$ cat config.mk
export PLATFORM = sky130hd
export DESIGN_NAME = line_number_parser
export DESIGN_NICKNAME = d
export VERILOG_FILES = /design/src/rtl/line_number_parser.sv
export SDC_FILE = /design/constraint.sdc
export NUM_CORES = 1
export LEC_CHECK = 0
export CAP_MARGIN = 20
export CORE_MARGIN = 3
export CORE_UTILIZATION = 27
export CTS_CLUSTER_DIAMETER = 120
export CTS_CLUSTER_SIZE = 8
export DETAILED_ROUTE_END_ITERATION = 8
export HOLD_SLACK_MARGIN = 0.08
export PLACE_DENSITY = 0.52
export SLEW_MARGIN = 10
export SYNTH_ARGS = -nofsm -noshare
export SYNTH_HDL_FRONTEND = slang
export SYNTH_SLANG_ARGS = --single-unit
$ cat constraint.sdc
create_clock -name clk -period 6.6 [get_ports clk]
set_input_delay 0.99 -clock clk [delete_from_list [all_inputs] [get_ports clk]]
set_output_delay 0.99 -clock clk [all_outputs]
set_load 0.02 [all_outputs]
$ cat src/rtl/line_number_parser.sv
// Streaming decimal line parser: scans packed ASCII words one lane per cycle and
// emits one unsigned value per SEPARATOR-terminated (or in_last-flushed) line.
module line_number_parser #(
    parameter int          LANES       = 8,
    parameter int          VALUE_WIDTH = 32,
    parameter logic [7:0]  SEPARATOR   = 8'h0A
) (
    input  logic                   clk,
    input  logic                   rst,
    input  logic [8*LANES-1:0]     in_data,
    input  logic                   in_last,
    input  logic                   in_valid,
    output logic                   in_ready,
    output logic [VALUE_WIDTH-1:0] out_value,
    output logic                   out_overflow,
    output logic                   out_error,
    output logic                   out_valid,
    input  logic                   out_ready,
    output logic [15:0]            line_count
);
    localparam int             CW        = (LANES > 1) ? $clog2(LANES) : 1;
    localparam logic [CW-1:0]  LAST_LANE = CW'(LANES - 1);

    typedef enum logic [1:0] {IDLE, SCAN, EMIT} state_t;

    typedef struct packed {
        logic [VALUE_WIDTH-1:0] value;
        logic                   overflow;
        logic                   error;
    } result_t;

    state_t                 state_q, state_d;
    logic [LANES-1:0][7:0]  buf_q, buf_d;
    logic                   last_q, last_d;
    logic [CW-1:0]          cursor_q, cursor_d;
    logic [VALUE_WIDTH-1:0] acc_q, acc_d;
    logic                   have_q, have_d, ovf_q, ovf_d, err_q, err_d;
    result_t                res_q, res_d;
    logic [15:0]            cnt_q, cnt_d;

    logic [7:0]             b;
    logic                   is_digit, at_last, emit;
    logic [VALUE_WIDTH+3:0] wide;
    logic [VALUE_WIDTH-1:0] n_acc;
    logic                   n_have, n_ovf, n_err;

    assign b        = buf_q[cursor_q];
    assign is_digit = (b >= 8'h30) && (b <= 8'h39);
    assign at_last  = (cursor_q == LAST_LANE);
    // Four guard bits hold acc*10+9 exactly, so any set guard bit is a true overflow.
    assign wide     = {4'b0, acc_q} * (VALUE_WIDTH+4)'(10) + (VALUE_WIDTH+4)'(b[3:0]);

    always_comb begin
        state_d  = state_q;
        buf_d    = buf_q;
        last_d   = last_q;
        cursor_d = cursor_q;
        acc_d    = acc_q;
        have_d   = have_q;
        ovf_d    = ovf_q;
        err_d    = err_q;
        res_d    = res_q;
        cnt_d    = cnt_q;
        n_acc    = acc_q;
        n_have   = have_q;
        n_ovf    = ovf_q;
        n_err    = err_q;
        emit     = 1'b0;

        case (state_q)
            IDLE: begin
                if (in_valid) begin
                    buf_d    = in_data;
                    last_d   = in_last;
                    cursor_d = '0;
                    state_d  = SCAN;
                end
            end
            SCAN: begin
                if (is_digit) begin
                    n_acc  = wide[VALUE_WIDTH-1:0];
                    n_ovf  = ovf_q | (|wide[VALUE_WIDTH+3:VALUE_WIDTH]);
                    n_have = 1'b1;
                end else if (b == SEPARATOR) begin
                    if (have_q) emit = 1'b1;
                    else        n_err = 1'b0;
                end else if (b != 8'h00 && b != 8'h0D) begin
                    n_err = 1'b1;
                end
                if (at_last && last_q && n_have) emit = 1'b1;

                if (emit) begin
                    res_d   = '{value: n_acc, overflow: n_ovf, error: n_err};
                    acc_d   = '0;
                    have_d  = 1'b0;
                    ovf_d   = 1'b0;
                    err_d   = 1'b0;
                    state_d = EMIT;
                end else begin
                    acc_d  = n_acc;
                    have_d = n_have;
                    ovf_d  = n_ovf;
                    err_d  = n_err;
                    if (at_last) begin
                        state_d = IDLE;
                        // A final word never leaks a partial value into the next stream.
                        if (last_q) begin
                            acc_d  = '0;
                            have_d = 1'b0;
                            ovf_d  = 1'b0;
                            err_d  = 1'b0;
                        end
                    end else begin
                        cursor_d = cursor_q + 1'b1;
                    end
                end
            end
            EMIT: begin
                if (out_ready) begin
                    cnt_d = cnt_q + 16'd1;
                    if (at_last) begin
                        state_d = IDLE;
                    end else begin
                        cursor_d = cursor_q + 1'b1;
                        state_d  = SCAN;
                    end
                end
            end
            default: state_d = IDLE;
        endcase
    end

    always_ff @(posedge clk) begin
        if (rst) begin
            state_q  <= IDLE;
            buf_q    <= '0;
            last_q   <= 1'b0;
            cursor_q <= '0;
            acc_q    <= '0;
            have_q   <= 1'b0;
            ovf_q    <= 1'b0;
            err_q    <= 1'b0;
            res_q    <= '0;
            cnt_q    <= '0;
        end else begin
            state_q  <= state_d;
            buf_q    <= buf_d;
            last_q   <= last_d;
            cursor_q <= cursor_d;
            acc_q    <= acc_d;
            have_q   <= have_d;
            ovf_q    <= ovf_d;
            err_q    <= err_d;
            res_q    <= res_d;
            cnt_q    <= cnt_d;
        end
    end

    assign in_ready     = (state_q == IDLE) && !rst;
    assign out_valid    = (state_q == EMIT);
    assign out_value    = res_q.value;
    assign out_overflow = res_q.overflow;
    assign out_error    = res_q.error;
    assign line_count   = cnt_q;
endmodule

* Yosys cells after proc, flatten, opt, wreduce, memory -nomap -nowiden *
Cells that the tools add are included.
Widths: inputs -> output; s select.

word-level totals
  flip-flop bits (word level) = 155
  bits of input ports = 69
  output and inout port bits = 52
  logic and storage cells = 89

cells by class
  $add $sub $neg = 3
  multipliers = 1
  $lt $le $gt $ge = 3
  equality and inequality tests = 9
  multiplexer cells = 38
  bitwise logic cells = 1
  reductions and logical operators = 15

operators by type and width
  kind                   number
  $mux 32                4
  $add 36x4->36          1
  $mul 32x3->35 const B  1
  $bmux 8 s3             1
  $mux 1                 22
  $add 16x1->16 const B  1
  $mux 3                 4
  $pmux 3 s3             1
  $eq 8x4->1 const B     1
  $ge 8x6->1 const B     1
  $le 8x6->1 const B     1
  $mux 2                 4
  $mux 8                 1
  $ne 8x4->1 const B     1
  $reduce_bool 8->1      1
  $pmux 2 s3             1
  $reduce_and 2->1       3
  $logic_and 1x1->1      5
  $lt 3x4->1 const B     1
  $ne 2x2->1 const B     2
  $reduce_and 4->1       1
  $reduce_or 4->1        1
  $add 3x1->3 const B    1
  $eq 3x3->1 const B     1
  other kinds (9)        9

* Depth between registers and ports, before layout *
Gate-level depths: netlist of the first run.

  word-level depth = 11
  mapped depth = 14
  depth with buffers taken out = 13

* Least setup slack after synthesis of the first run *
No wires, ideal clock.

  kind = flip-flop to flip-flop
  from = reg acc_q[1]
  to = reg res_q (netlist bit out_overflow)
  library setup time = 128 ps
  arrival time = 3,713 ps
  data required time = 6,472 ps
  setup slack = 2,759 ps
  stages on the path, launching flop included = 14
  path buffers = 0
  period minus slack after synthesis = 3,841 ps
  path through = dfxtp_1 ha_1 ha_1 fa_1 xor2_1 or4b_1 a211oi_2 and3_1 and4_4 nand3_4 nor3_4 and4_1 nor4b_2 o41ai_2

between the ends
  longest elaborated chain between the ends = 5

ends and longest elaborated chain
  what                    RTL line  RTL
  from (decl)             36        logic [VALUE_WIDTH-1:0] acc_q, acc_d;
  from (signal assigned)  139       acc_q <= '0;
  from (signal assigned)  150       acc_q <= acc_d;
  $mul 32x3->35           51        assign wide = {4'b0, acc_q} * (VALUE_WIDTH+4)'(10) + (VALUE_WIDTH+4)'(b[3:0]);
  $add 36x4->36           51
  $reduce_or 4->1         82        n_ovf = ovf_q | (|wide[VALUE_WIDTH+3:VALUE_WIDTH]);
  $or 1x1->1              82
  $mux 1                  80        if (is_digit) begin
  to (signal assigned)    154       res_q <= res_d;
  to (decl)               38        result_t res_q, res_d;

Every way passes these cells.
A chain may end at the register's enable or synchronous reset.

* Worst setup path after layout of the first run *
  from = reg acc_q[1]
  to = reg ovf_q

between the ends
  longest elaborated chain between the ends = 8

ends and longest elaborated chain
  what                  RTL line  RTL
  $mul 32x3->35 *       51
  $add 36x4->36 *       51
  $reduce_or 4->1 *     82
  $or 1x1->1 *          82
  $mux 1 *              80
  $mux 1                107       if (last_q) begin
  $mux 1 *              104       if (at_last) begin
  $mux 1 *              92        if (emit) begin
  to (signal assigned)  152       ovf_q <= ovf_d;
  to (decl)             37        logic have_q, have_d, ovf_q, ovf_d, err_q, err_d;

Mark *: on every way between the ends. The rest lies on a longest branch, timed or not.

==> results of run 1 <==
==> critical path, delay by kind of cell, from the launching register on <==
kind                       cells  cell delay [ns]
and+or+nand+nor                7             1.84
xor gates and xnor gates       1             0.30
adders and majority gates      3             0.93
DFF                            1             0.44
AOI/OAI and AO/OA              2             0.86
==> Yosys cell counts (all sizes together), types with 5 or more instances <==
| cell | number | share of area [%] |
|---|---|---|
| nand3 | 28 | 1.6 |
| a21oi | 159 | 8.4 |
| and3 | 14 | 0.92 |
| buf | 23 | 1.1 |
| clkbuf | 48 | 1.9 |
| a22oi | 20 | 1.6 |
| o31ai | 9 | 0.71 |
| ha | 70 | 9.2 |
| a21o | 12 | 0.95 |
| a211o | 7 | 0.64 |
| inv | 14 | 0.55 |
| dfxtp | 155 | 33 |
| or3 | 8 | 0.53 |
| nor2b | 6 | 0.39 |
| nor3b | 5 | 0.39 |
| nor2 | 109 | 4.3 |
| nand4 | 13 | 0.85 |
| nor3 | 33 | 1.9 |
| nand2 | 234 | 9.2 |
| xnor2 | 24 | 2.2 |
| a31oi | 5 | 0.33 |
| o21a | 7 | 0.55 |
| and2 | 6 | 0.39 |
| xor2 | 25 | 2.3 |
| o21ai | 33 | 1.8 |
| or4 | 5 | 0.43 |
| mux4 | 13 | 3.1 |
| mux2i | 12 | 1.3 |
| nand2b | 6 | 0.39 |
| nor4 | 11 | 1.1 |
| o211ai | 10 | 0.79 |
| a211oi | 13 | 1.1 |
==> layout make-up <==
cell class / instances / area, µm² / area share, %
Clock buffer: 18 / 439 / 3.77
Multi-Input combinational cell: 960 / 6090 / 52.3
Clock inverter: 14 / 128 / 1.10
Tap cell: 455 / 569 / 4.89
Inverter: 16 / 60.1 / 0.515
Timing Repair Buffer: 128 / 1260 / 10.8
Sequential cell: 155 / 3100 / 26.6
==> state kept, by name, indices dropped and copies added (netlist names) <==
register	count
out_overflow	1
last_q	1
err_q	1
cursor_q	3
have_q	1
acc_q	32
ovf_q	1
state_q	2
buf_q	64
out_value	32
line_count	16
out_error	1
==> per-stage QoR <==
stage	worst slack (ns)	std cells	instance area (µm²)	util [%]	hold WS, ns
after global placement	2.20	1714	11100	32.0	0.440
after floorplan	2.76	1202	9530	-	0.433
after global routing	1.55	1746	11700	33.6	0.471
after detailed placement	2.10	1714	11100	32.0	0.445
after CTS	2.09	1746	11700	33.6	0.456
final	2.08	1746	11700	33.6	0.453
==> worst paths after layout <==
kind / from / end / slack, ns / depth (start not counted)
min reg2reg: buf_q[11] / buf_q[11] / 0.45 / 2
min: buf_q[11] / buf_q[11] / 0.45 / 2
max reg2reg: acc_q[1] / ovf_q / 2.08 / 13
max: acc_q[1] / ovf_q / 2.08 / 13
==> routing by layer <==
| metal | global-route usage (%) | vias up | share of wire [%] |
|---|---|---|---|
| met5 | 0 | - | 0 |
| met4 | 4.07 | 0 | 1.6 |
| met3 | 3.06 | 22 | 4.5 |
| met2 | 24.7 | 186 | 46 |
| met1 | 19.8 | 4185 | 48 |
| li1 | - | 4458 | - |
==> kinds of logic after synthesis <==
group,count (synthesis)
compound gates,317
xor+xnor,49
fa+ha+maj,72
buf+inv,87
flops,155
mux,28
simple gates,494
==> power breakdown <==
group / leakage [nW] / switching [W] / internal (W)
Combinational: 2.89 / 0.000153 / 0.000103
Clock: 0.282 / 0.000465 / 0.000509
Sequential: 1.26 / 0.0000184 / 0.000969
==> summary.md, run 1 <==
| Metric | Value |
|---|---|
| Die Wd | `194 µm` |
| Most frequent cells in the layout | `233 x nand2_1, 159 x a21oi_1, 155 x dfxtp_1` |
| Number of enable flip-flop cells after synthesis | `0` |
| DRT iter0 DRCs | `642` |
| Most frequent CP cell | `ha_1` |
| Largest family of logic cells by synthesized area | `simple AND/OR/NAND/NOR gates` |
| Fill count | `3678` |
| CTS Hold Bufs | `0` |
| Final period util | `68.5%` |
| Max Clk Rate | `221 MHz` |
| Slowest CP cell | `o31ai_1` |
| FF+latch count, synth | `155` |
| XOR/XNOR Fraction of Synth Area | `4.50%` |
| H-tree depth | `4` |
| Worst EP required | `6.90 ns` |
| Ys Warns | `0` |
| Clk Latency, worst-skew pair | `0.44 ns` |
| Outcome | `finished clean` |
| Synth Area in Compound Gates | `20.9%` |
| HPWL Detailed | `20600 µm` |
| Fraction of layout cells with a size suffix above 1 | `6.27%` |
| Critical Path Fanout Max | `12` |
| Lkg Pwr | `4.44 nW` |
| Max-slew headroom | `36.2%` |
| Overall power | `0.00222 W` |
| Area growth, synth to finish | `22.3%` |
| Net Count, Synth | `1343` |
| Post-CTS Setup Inserts | `0` |
| Slew Viols, Final | `0` |
| GPL Wtd Cong | `0.871` |
| Vias/cell | `5.07` |
| Post-Syn Area | `9530 µm²` |
| Largest net degree at the start of global routing | `87` |
| Via count | `8851` |
| Post-Synth Simple-Gate Area | `24.1%` |
| First-pass GRT wire length | `45900 µm` |
| Distinct cells, synth | `78` |
| Adder-Cell Fraction of Synth Area | `9.61%` |
| All-layer global routing usage | `14.9%` |
| Count of final hold-check violations | `0` |
| Clk buf depth | `2` |
| Die area | `37600 µm²` |
| CTS root buf | `clkbuf_16` |
| Routed wire per std cell | `16.3 µm` |
| Syn Inst Count | `1202` |
| Cts repair resizes | `0` |
| Sequential area share after synthesis | `32.6%` |
| CTS clk-pin slew, worst paths | `0.08 ns` |
| Critical Path Source Type | `register` |
| Clock sink count | `155` |
| Top_reg_cell synth | `dfxtp_1` |
| Arrival time worst endpoint | `4.82 ns` |
| CTS tree | `yes` |
| Worst Hold Class | `register to register` |
| Post-layout minimum cycle time | `4.52 ns` |
| Initial core utilization | `27.5%` |
| VDD IR-drop max | `0.187 mV` |
| Final ANT Viol Nets | `0` |
| Total gr overflow | `0` |
| Worst path cell trace | `ha_1 > ha_1 > fa_1 > a21oi_1 > nor2_1 > o31ai_1 > nand2_1 > xor2_1 > nand3_1 > nor3_4 > and4_1 > nor4b_2 > nor4_1` |
| Drt pass-1 iters | `5` |
| Multiplexer share of the synthesized area | `4.69%` |
| Crit end category | `register` |
| Ant. Diodes | `0` |
| Post-synth ARST share | `0%` |
| Worst-Margin Slew | `0.956 ns` |
| DRC viols | `0` |
| Pwr dens | `190 nW/µm²` |
| Num CTS Buffers | `17` |
| Clock Skews | `0.0178 ns` |
| Initial antenna violation count | `0` |
| Row Count | `68` |
| MaxCap Viol Count | `0` |
| Class of the most critical setup path | `register to register` |
| Core area | `34600 µm²` |
| Commonest non-fill, non-tap cell in the layout | `nand2_1` |
| Final setup TNS | `0 ns` |
| Setup violators final | `0` |
| Die Height | `194 µm` |
| Vias in the first global route | `8578` |
| I/O pin total | `121` |
| Buffers on Ports | `120` |
| RSZ-0062 raised after global routing | `no` |
| Final WL | `28400 µm` |
| Fin nets | `1419` |
| Worst path max stage delay | `0.64 ns` |
| Avg Inst Size Synth | `7.93 µm²` |
Note: power is estimated with default switching activity, not from simulation.
==> inputs of run 2 (changes only) <==
clock period = 4.5 ns   (was 6.6 ns; I/O delays follow)
==> run 2 against run 1 <==
- global-route usage rose by 0.11 points
- sequential share of layout area fell by 0.39 points
- wire length is essentially flat
- via count hardly changed
- largest power group unchanged
- setup slack worse by 1.8 ns
- total power grew 47%
- highest routed layer unchanged
- critical path depth is the same
==> summary.md, run 2 (synthesis results as in run 1) <==
| Metric | Value |
|---|---|
| GPL Wtd Cong | `0.868 (-0.41%)` |
| First-pass GRT wire length | `46100 µm (+0.39%)` |
| Max reg flops | `64 (unchanged)` |
| Clock sink count | `155 (unchanged)` |
| HPWL Detailed | `21300 µm (+3.2%)` |
| Initial core utilization | `27.5% (unchanged)` |
| Drt pass-1 iters | `6 (+1)` |
| Crit path from | `acc_q[1]` |
| Final core utilization | `34.2% (+0.51 points)` |
| Worst-Margin Slew | `0.825 ns (-0.131 ns)` |
| Vias/cell | `5.01 (-1.1%)` |
| Fraction of layout cells with a size suffix above 1 | `7.63% (+1.4 points)` |
| Max Clk Rate | `237 MHz (+7.3%)` |
| Num CTS Buffers | `17 (unchanged)` |
| Final setup TNS | `0 ns (unchanged)` |
| Post-layout minimum cycle time | `4.21 ns (-0.309 ns)` |
| Clock Skews | `0.0171 ns (-0.000629 ns)` |
| DRT iter0 DRCs | `632 (-1.6%)` |
| Area growth, synth to finish | `24.1%` |
| Fin nets | `1439 (+1.4%)` |
| Crit end category | `register` |
| Hold path startpoint | `buf_q[60]` |
| Core area | `34600 µm² (unchanged)` |
| Die Height | `194 µm (unchanged)` |
| CTS Hold Bufs | `0 (unchanged)` |
| Worst r2r dst | `out_value[31]` |
| MaxCap Viol Count | `0 (unchanged)` |
| Die area | `37600 µm² (unchanged)` |
| R2R setup slack | `0.29 ns (-1.79 ns)` |
| CTS tree | `yes` |
| Most frequent cells in the layout | `233 x nand2_1, 159 x a21oi_1, 155 x dfxtp_1` |
| Reg2Reg Launch Point | `acc_q[1]` |
| Pwr dens | `275 nW/µm² (+45%)` |
| Clk Latency, worst-skew pair | `0.45 ns (about the same)` |
| VDD IR-drop max | `0.265 mV (+42%)` |
| Lkg Pwr | `4.53 nW (+2.2%)` |
| Critical Path Source Type | `register` |
| Count of final hold-check violations | `0 (unchanged)` |
| Buffers on Ports | `120 (unchanged)` |
| DRC viols | `0 (unchanged)` |
| Final WL | `28400 µm (about the same)` |
| Ant. Diodes | `0 (unchanged)` |
| Via count | `8856 (+0.056%)` |
| CTS clk-pin slew, worst paths | `0.07 ns (about the same)` |
| Hold path cells | `2 (unchanged)` |
| I/O pin total | `121 (unchanged)` |
| Final ANT Viol Nets | `0 (unchanged)` |
| Initial antenna violation count | `0 (unchanged)` |
| Class of the most critical setup path | `register to register` |
| Final period util | `93.6% (+25 points)` |
| Worst EP required | `4.84 ns (-2.06 ns)` |
| Clk buf depth | `2 (unchanged)` |
| Vias in the first global route | `8544 (-0.40%)` |
| Die Wd | `194 µm (unchanged)` |
| Commonest non-fill, non-tap cell in the layout | `nand2_1` |
| Row Count | `68 (unchanged)` |
| Max-slew headroom | `45.0% (+8.8 points)` |
| Worst path max stage delay | `0.51 ns (-0.13 ns)` |
| Critical Path Fanout Max | `6 (-6)` |
| Worst hold endpoint | `buf_q[60]` |
| H-tree depth | `4 (unchanged)` |
| Arrival time worst endpoint | `4.55 ns (-0.27 ns)` |
| Routed wire per std cell | `16.1 µm (-1.1%)` |
| Outcome | `finished clean` |
| Total gr overflow | `0 (unchanged)` |
| All-layer global routing usage | `15.0% (+0.11 points)` |
| Slew Viols, Final | `0 (unchanged)` |
| Setup violators final | `0 (unchanged)` |
| Largest net degree at the start of global routing | `105 (+21%)` |
| Worst path cell trace | `ha_1 > ha_1 > fa_1 > xor2_1 > or4b_1 > a211oi_2 > o2111a_1 > and3_1 > nand3_1 > nor3_2 > nand3_1 > o21a_1 > a32o_1` |
| Overall power | `0.00325 W (+47%)` |
| Slowest CP cell | `or4b_1` |
| Fill count | `3658 (-0.54%)` |
| Worst Hold Class | `register to register` |
| CTS root buf | `clkbuf_16` |
| Biggest register | `buf_q` |
| Register-to-Register Path Depth | `13 (unchanged)` |
| RSZ-0062 raised after global routing | `yes` |
run 2: cell types whose count changed in the layout (fill, tap and decap cells not counted), sizes merged:
| cell | before | now |
|---|---|---|
| buf | 9 | 29 |
| inv | 23 | 19 |
| bufinv | 0 | 1 |
| clkbuf | 18 | 19 |
| clkinv | 6 | 7 |
| clkinvlp | 1 | 2 |
run 2: critical path, delay by kind of cell (launching register included):
family,cells,cell delay [ns]
simple gates,5,1.52
fa+ha+maj,3,0.94
compound gates,4,0.92
flops,1,0.43
xor+xnor,1,0.30
run 2: where the power goes:
group          leakage, nW  switching, W  internal (W)
registers             1.26     0.0000316       0.00142
clock network        0.272      0.000642      0.000775
logic                 3.00      0.000225      0.000158
total                 4.53      0.000898       0.00235
run 2: how the worst max path moves through the flow:
stage	to	slack (ns)	cells after the start
2_1_floorplan	out_overflow	0.66	13
3_3_place_gp	out_value[28]	0.37	13
3_5_place_dp	out_value[29]	0.32	13
4_1_cts	out_value[25]	0.28	13
5_1_grt	out_value[27]	-0.05	13
6_report	out_value[31]	0.29	13
run 2: area by class of cell:
cell class	instances	area [µm²]	share of cell area (%)
clock buffers	19	433	3.66
clock inverters	13	134	1.13
inverters	16	60.1	0.508
multi-input cells	960	6100	51.6
flip-flops and latches	155	3100	26.2
well taps	455	569	4.81
repair buffers	148	1430	12.1
run 2: timing repair:
item / CTS / global route
buffers inserted: 0 / 2
setup endpoints to repair: 0 / 20
gates resized for setup: 0 / 1
run 2: metal layers:
layer	routed length [µm]	share of wire, %	vias to the layer above	GRT usage [%]
met3	1290	4.5	32	2.97
met2	13100	46	203	24.3
met5	0	0	-	0
met1	13400	47	4121	20.2
li1	-	-	4500	-
met4	623	2.2	0	4.68
run 2: through the flow:
stage          area (µm²)  hold WS, ns  setup WS, ns  cells
2_1_floorplan        9530        0.433         0.659   1202
3_3_place_gp        11200        0.440         0.374   1731
3_5_place_dp        11200        0.447         0.322   1731
4_1_cts             11800        0.455         0.277   1763
5_1_grt             11800        0.472       -0.0475   1766
6_report            11800        0.453         0.289   1766
